$ cat config.mk
export PLATFORM = sky130hd
export DESIGN_NAME = stepper_move_ctrl
export DESIGN_NICKNAME = d
export VERILOG_FILES = /design/src/rtl/stepper_move_ctrl.sv
export SDC_FILE = /design/constraint.sdc
export NUM_CORES = 1
export LEC_CHECK = 0
export ABC_AREA = 1
export CAP_MARGIN = 20
export CORE_MARGIN = 1.5
export CORE_UTILIZATION = 45
export DETAILED_ROUTE_END_ITERATION = 10
export GPL_TIMING_DRIVEN = 1
export PLACE_DENSITY = 0.66
export SLEW_MARGIN = 5
export SYNTH_ARGS = -nofsm -noshare
export SYNTH_HDL_FRONTEND = slang
export SYNTH_SLANG_ARGS = --single-unit
$ cat constraint.sdc
create_clock -name CLK50MHZ -period 2.3 [get_ports CLK50MHZ]
set_input_delay 0.46 -clock CLK50MHZ [delete_from_list [all_inputs] [get_ports CLK50MHZ]]
set_output_delay 0.46 -clock CLK50MHZ [all_outputs]
set_load 0.01 [all_outputs]
$ cat src/rtl/stepper_move_ctrl.sv
// -----------------------------------------------------------------------------
// stepper_move_ctrl
//
// Purpose:
//   Command stage that sits in front of the stepper phase sequencer. It takes
//   move commands (step count + direction) over a valid/ready handshake. It
//   presents the direction to the sequencer for a settle interval. It then
//   holds the enable level high for exactly the commanded number of step
//   periods, with one strobe per completed step, and pulses done at the end.
//
// Ports:
//   CLK50MHZ                 in   1      system clock
//   RESETN                   in   1      synchronous active-low reset
//   cmd_valid                in   1      move command present
//   cmd_ready                out  1      command can be accepted (IDLE only)
//   cmd_steps                in   CNT_W  number of steps to move (0 legal)
//   cmd_dir                  in   1      requested direction
//   abort                    in   1      stop the current move immediately
//   motorEnable              out  1      enable level to the sequencer
//   rotationDirectionChange  out  1      direction level to the sequencer
//   step_strobe              out  1      1-cycle pulse at end of each step period
//   busy                     out  1      high while a move is in progress
//   done                     out  1      1-cycle pulse when a move ends
//   aborted                  out  1      last move was ended by abort
//   steps_remaining          out  CNT_W  steps left in the current move
// -----------------------------------------------------------------------------
module stepper_move_ctrl #(
  parameter int unsigned STEP_PERIOD  = 1000002,
  parameter int unsigned SETUP_CYCLES = 16,
  parameter int unsigned CNT_W        = 16
) (
  input  logic             CLK50MHZ,
  input  logic             RESETN,
  input  logic             cmd_valid,
  output logic             cmd_ready,
  input  logic [CNT_W-1:0] cmd_steps,
  input  logic             cmd_dir,
  input  logic             abort,
  output logic             motorEnable,
  output logic             rotationDirectionChange,
  output logic             step_strobe,
  output logic             busy,
  output logic             done,
  output logic             aborted,
  output logic [CNT_W-1:0] steps_remaining
);

  // Counter widths, kept at least one bit wide for degenerate parameters.
  localparam int unsigned PW = (STEP_PERIOD  > 1) ? $clog2(STEP_PERIOD)  : 1;
  localparam int unsigned SW = (SETUP_CYCLES > 1) ? $clog2(SETUP_CYCLES) : 1;

  localparam logic [PW-1:0] PERIOD_LAST = PW'(STEP_PERIOD - 1);
  localparam logic [SW-1:0] SETUP_LAST  = SW'(SETUP_CYCLES - 1);

  typedef enum logic [1:0] {
    IDLE  = 2'd0,
    SETUP = 2'd1,
    RUN   = 2'd2,
    DONE  = 2'd3
  } state_t;

  state_t            state_q,     state_d;
  logic [PW-1:0]     period_q,    period_d;
  logic [SW-1:0]     setup_q,     setup_d;
  logic [CNT_W-1:0]  remaining_q, remaining_d;
  logic              dir_q,       dir_d;
  logic              aborted_q,   aborted_d;
  logic              strobe_d;

  // ---------------------------------------------------------------------------
  // State register
  // ---------------------------------------------------------------------------
  always_ff @(posedge CLK50MHZ) begin
    if (!RESETN) begin
      state_q     <= IDLE;
      period_q    <= '0;
      setup_q     <= '0;
      remaining_q <= '0;
      dir_q       <= 1'b0;
      aborted_q   <= 1'b0;
    end else begin
      state_q     <= state_d;
      period_q    <= period_d;
      setup_q     <= setup_d;
      remaining_q <= remaining_d;
      dir_q       <= dir_d;
      aborted_q   <= aborted_d;
    end
  end

  // ---------------------------------------------------------------------------
  // Next-state logic
  // ---------------------------------------------------------------------------
  always_comb begin
    state_d     = state_q;
    period_d    = period_q;
    setup_d     = setup_q;
    remaining_d = remaining_q;
    dir_d       = dir_q;
    aborted_d   = aborted_q;
    strobe_d    = 1'b0;

    unique case (state_q)
      IDLE: begin
        if (cmd_valid) begin
          aborted_d   = 1'b0;
          // A zero-step move reports zero remaining and skips straight to DONE
          // without touching the direction level.
          remaining_d = cmd_steps;
          period_d    = '0;
          setup_d     = '0;
          if (cmd_steps == '0) begin
            state_d = DONE;
          end else begin
            state_d = SETUP;
            dir_d   = cmd_dir;
          end
        end
      end

      SETUP: begin
        // Direction settles with the enable low before the run starts.
        if (abort) begin
          state_d   = DONE;
          aborted_d = 1'b1;
        end else if (setup_q == SETUP_LAST) begin
          state_d  = RUN;
          period_d = '0;
        end else begin
          setup_d = setup_q + 1'b1;
        end
      end

      RUN: begin
        // Abort takes priority over a step completing in the same cycle, so
        // the count stays frozen and no strobe is emitted.
        if (abort) begin
          state_d   = DONE;
          aborted_d = 1'b1;
        end else if (period_q == PERIOD_LAST) begin
          strobe_d = 1'b1;
          period_d = '0;
          if (remaining_q != '0) begin
            remaining_d = remaining_q - 1'b1;
          end
          if (remaining_q <= CNT_W'(1)) begin
            state_d = DONE;
          end
        end else begin
          period_d = period_q + 1'b1;
        end
      end

      DONE: begin
        state_d = IDLE;
      end

      default: begin
        state_d = IDLE;
      end
    endcase
  end

  // ---------------------------------------------------------------------------
  // Outputs
  // ---------------------------------------------------------------------------
  assign cmd_ready               = (state_q == IDLE);
  assign motorEnable             = (state_q == RUN);
  assign busy                    = (state_q != IDLE);
  assign done                    = (state_q == DONE);
  assign step_strobe             = strobe_d;
  assign rotationDirectionChange = dir_q;
  assign aborted                 = aborted_q;
  assign steps_remaining         = remaining_q;

endmodule

[After elaboration in Yosys (flattened, before gate mapping)]
Cells that the tools add are included.
Word-level totals
  bits in registers: 44
  input bits: 21
  output and inout port bits: 23
  logic and storage cells: 71
Operators by class
  bitwise logic cells: 1
  equal/unequal tests: 16
  order comparisons: 1
  add/sub/neg operators: 3
  muxes and demuxes: 29
  reduce and logical (&&, ||, !) cells: 15
Operator list (count)
  20-bit two-way mux: 5
  16-bit two-way mux: 4
  20-bit case mux with 3 select lines: 1
  16-bit case mux with 2 select lines: 1
  20-bit by 1-bit adder with 20-bit output (second input constant): 1
  20-bit equality test (second input constant): 1
  16-bit by 1-bit <= comparator with 1-bit output (second input constant): 1
  16-bit zero test: 1
  16-bit nonzero test: 1
  16-bit by 1-bit subtractor with 16-bit output (second input constant): 1
  2-bit two-way mux: 7
  4-bit two-way mux: 3
  2-bit != test (second input constant): 5
  5-bit AND reduction: 2
  2-bit case mux with 4 select lines: 1
  4-bit case mux with 2 select lines: 1
  4-bit AND reduction: 2
  2-bit nonzero test: 4
  2-bit by 1-bit != test with 1-bit output (second input constant): 3
  3-bit by 2-bit != test with 1-bit output (second input constant): 2
  3-bit AND reduction: 2
  1-bit two-way mux: 5
  4-bit by 1-bit adder with 4-bit output (second input constant): 1
  2-bit equality test (second input constant): 2
  8 further kinds: 8

[Longest topological paths before layout]
  depth in word-level cells: 5
  mapped depth: 13
  mapped depth without buffers: 12

[Least setup slack after synthesis]
OpenSTA, ideal clock, no wires.
  path kind: reg-to-output
  from: register state_q[0]
  to: output port step_strobe
  data arrival time: 1454 ps
  path buffers: 1
  stages on the path, launching flop included: 6
  path slack: 386 ps
  cells stage by stage: dfxtp_1 inv_1 ha_1 inv_2 clkbuf_1 nor4_1
On the way
  word-level cells in the longest chain between the ends: 2
RTL lines
  from (decl): RTL line 62  | state_t state_q, state_d;
  from (signal assigned): RTL line 82  | state_q <= state_d;
  2-bit equality test
  net motorEnable: RTL line 39  | output logic motorEnable,
  1-bit two-way mux: RTL line 103  | unique case (state_q)
  to (decl): RTL line 41  | output logic step_strobe,
The timed path passes the listed nets, and every way through them passes these cells.

[Final worst setup path]
  from: register state_q[0]
  to: output port busy
On the way
  word-level cells in the longest chain between the ends: 1
RTL lines
  2-bit nonzero test: RTL line 169  | assign busy = (state_q != IDLE);
  to (decl): RTL line 42  | output logic busy,
Every way passes these cells.

==> run_results.csv <==
group,metric,value,unit
critical_path,worstSetupPathType,"reg2out",
floorplanning,start_util,47.6,%
global_route,grt_pass1_vias,2933,
detailed_routing,antenna_left,0,
timing,skew,0.00907,ns
layout,seqCellArea,881,µm²
status,violations,"DRC",
layout,diodes,0,
timing,finalCriticalPeriod,2.12,ns
floorplanning,die_x,85.7,µm
power,p_comb_share,63.5,%
global_route,grt_max_degree,22,
timing,timing.setup.tns,0,ns
clock_network,cts_htree_levels,2,
layout,n_fill_cell,669,
layout,syn_to_final_growth,20.4,%
power,peakVddDrop,0.745,mV
synthesis,syn_avg_cell_area,6.17,µm²
detailed_routing,drc_errors,6,
power,seqPwrFrac,25.9,%
synthesis,synth_top_family_by_area,"simple AND/OR/NAND/NOR gates",
status,status,"finished, violations left",
placed_design,dp_hpwl,5.87,mm
critical_path,cp.arrival,1.66,ns
power,p_leak,0.00163,µW
clock_network,cts.sinks,44,
timing,finalHoldViolCount,0,
critical_path,end_kind,"primary output",
layout,nNetsFinal,579,
layout,layout-drive-gt1-share,11.5,%
layout,stdcell_area,3700,µm²
layout,mostFrequentLayoutCell,"nand2_1",
synthesis,synth-xor-area-share,2.28,%
synthesis,ys_ff_latch,44,
timing,finalCritPeriodShare,92.0,%
detailed_routing,drt-pass1-iter-count,7,
placed_design,place.gp.congestion,0.860,
timing,finalSetupViolCount,0,
clock_network,cts-root-buf,"clkbuf_8",
floorplanning,core_area,6460,µm²
detailed_routing,post_drt_wl_per_cell,12.3,µm
layout,layout_common_cells,"140 x nand2_1, 94 x nor2_1, 56 x inv_1, 44 x dfxtp_1, 41 x clkdlybuf4s50_1",
clock_network,post_cts_buffers,0,
critical_path,required,1.84,ns
global_route,overflow,0,
timing,slew_viol_final,0,
flow_run,maxCapViolCount,0,
critical_path,crit_fanout,7,
hold_path,hp-class,"reg2reg",
synthesis,synth-simple-area-share,45.3,%
detailed_routing,vias,3117,
synthesis,synth-compound-area-share,9.40,%
layout,utilization,57.3,%
global_route,grtUsageTotal,22.3,%
timing,fmax,0.473,GHz
power,power_density,1230,nW/µm²
synthesis,yosys.area_share.adder,4.07,%
clock_network,clk_latency,0.30,ns
clock_network,cts_buffers,5,
clock_network,clockBufferDepth,2,
clock_network,tritoncts,"yes",
synthesis,synth_nets,529,
floorplanning,io_pins,44,
critical_path,critPathLaunchType,"register",
power,clockPowerShare,10.5,%
clock_network,hold_buffers,0,
global_route,antenna_found_initial,0,
power,p_sw,2250,µW
layout,multiInputGateArea,1900,µm²
detailed_routing,viasPerCell,4.99,
power,p_sw_share,49.4,%
synthesis,netlist_instances,498,
detailed_routing,drt-total-wl,7.66,mm
timing,slew-limit-headroom,70.3,%
clock_network,ctsResizeCount,3,
global_route,grt_pass1_wl,13.1,mm
placed_design,place_area,3600,µm²
synthesis,netlist_area,3070,µm²
placed_design,io_buffers,43,
timing,worst_pin_slew,0.444,ns
synthesis,synth_cell_types,39,
timing,grt_setup_unrepaired,"false",
floorplanning,row_count,29,
power,p_int,2300,µW
clock_network,clkTransAtPathRegs,0.08,ns
detailed_routing,drt-initial-drc-count,114,
floorplanning,die_h,85.7,µm
synthesis,muxShareOfSynthArea,0.326,%
synthesis,ys_seq_area_share,28.7,%
synthesis,yosys_warnings,0,
floorplanning,dieArea,7340,µm²
## flip-flops by register name, summed over array words and instances, names as in the netlist
signal and flops:
period_q 20, aborted 1, state_q 2, setup_q 4, rotationDirectionChange 1, steps_remaining 16
## final cells by class
type                            instances  share of cell area [%]
Clock inverter                          1                   0.135
Timing Repair Buffer                   51                    13.5
Clock buffer                            6                    1.96
Multi-Input combinational cell        380                    51.3
Inverter                               66                    6.76
Tap cell                               77                    2.60
Sequential cell                        44                    23.8
## path summary, 6_finish.rpt
kind	start	slack (ns)	depth (start not counted)	end
worst max-delay path	state_q[0]$_SDFFE_PN0P_	0.18	4	busy
worst min-delay path	aborted$_SDFFE_PN0P_	0.45	2	aborted$_SDFFE_PN0P_
worst max register to register	state_q[0]$_SDFFE_PN0P_	0.30	13	period_q[19]$_SDFFE_PN0P_
worst min register to register	aborted$_SDFFE_PN0P_	0.45	2	aborted$_SDFFE_PN0P_
## layer usage
metal | global-route usage, % | vias to the layer above | routed length [µm]
li1 | - | 1653 | -
met2 | 39.4 | 66 | 3690
met5 | 0 | - | 0
met4 | 7.92 | 0 | 119
met3 | 3.85 | 8 | 329
met1 | 27.1 | 1390 | 3520
## synth_stat cells
master | number | area (µm²)
a211oi_1 | 1 | 7.51
a21o_1 | 1 | 7.51
a21oi_1 | 26 | 130
a21oi_2 | 3 | 26.3
a21oi_4 | 1 | 16.3
buf_2 | 1 | 5.00
buf_4 | 1 | 7.51
buf_6 | 3 | 33.8
clkbuf_1 | 3 | 11.3
dfxtp_1 | 44 | 881
ha_1 | 10 | 125
inv_1 | 56 | 210
inv_2 | 9 | 33.8
inv_4 | 1 | 6.26
mux2i_1 | 1 | 10.0
nand2_1 | 140 | 526
nand2_2 | 6 | 37.5
nand2_4 | 3 | 33.8
nand3_1 | 30 | 150
nand3_2 | 2 | 20.0
nand4_1 | 6 | 37.5
nor2_1 | 94 | 353
nor2_2 | 5 | 31.3
nor2_4 | 5 | 56.3
nor3_1 | 4 | 20.0
nor3_2 | 3 | 30.0
nor3_4 | 1 | 16.3
nor3b_1 | 2 | 15.0
nor3b_2 | 1 | 12.5
nor4_1 | 1 | 6.26
o21ai_0 | 13 | 65.1
o21ai_1 | 3 | 15.0
o21bai_1 | 1 | 7.51
o22ai_1 | 1 | 6.26
o31ai_1 | 1 | 7.51
or2_0 | 1 | 6.26
or2_2 | 5 | 31.3
or2_4 | 1 | 8.76
xor2_1 | 8 | 70.1
## stage by stage
step           cells  setup WS (ns)  total power, µW  hold WS [ns]
6_report         625          0.185             4550         0.452
5_1_grt          625         0.0379             5020         0.460
4_1_cts          625         0.0414             4570         0.456
3_5_place_dp     618        -0.0142             4060         0.443
3_3_place_gp     618        -0.0292             4030         0.435
2_1_floorplan    498          0.386             3220         0.448
## power groups by stage
| stage | sequential [µW] | clock (µW) | combinational (µW) |
|---|---|---|---|
| after floorplan | 1210 | 0 | 2010 |
| after global placement | 1190 | 0 | 2830 |
| after detailed placement | 1200 | 0 | 2870 |
| after CTS | 1180 | 502 | 2890 |
| after global routing | 1220 | 526 | 3270 |
| final | 1180 | 479 | 2890 |
## cell families after synthesis
group / after synthesis
AOI/OAI and AO/OA: 51
xor gates and xnor gates: 8
adders and majority gates: 10
buffers and inverters: 74
DFF: 44
muxes: 1
and+or+nand+nor: 310
## worst max-delay path, stage by stage (launching register included)
cell and delay [ns]:
dfxtp_1 0.38, inv_1 0.11, ha_2 0.25, inv_2 0.09, clkdlybuf4s50_1 0.53
(Power assumes the default switching activity.)
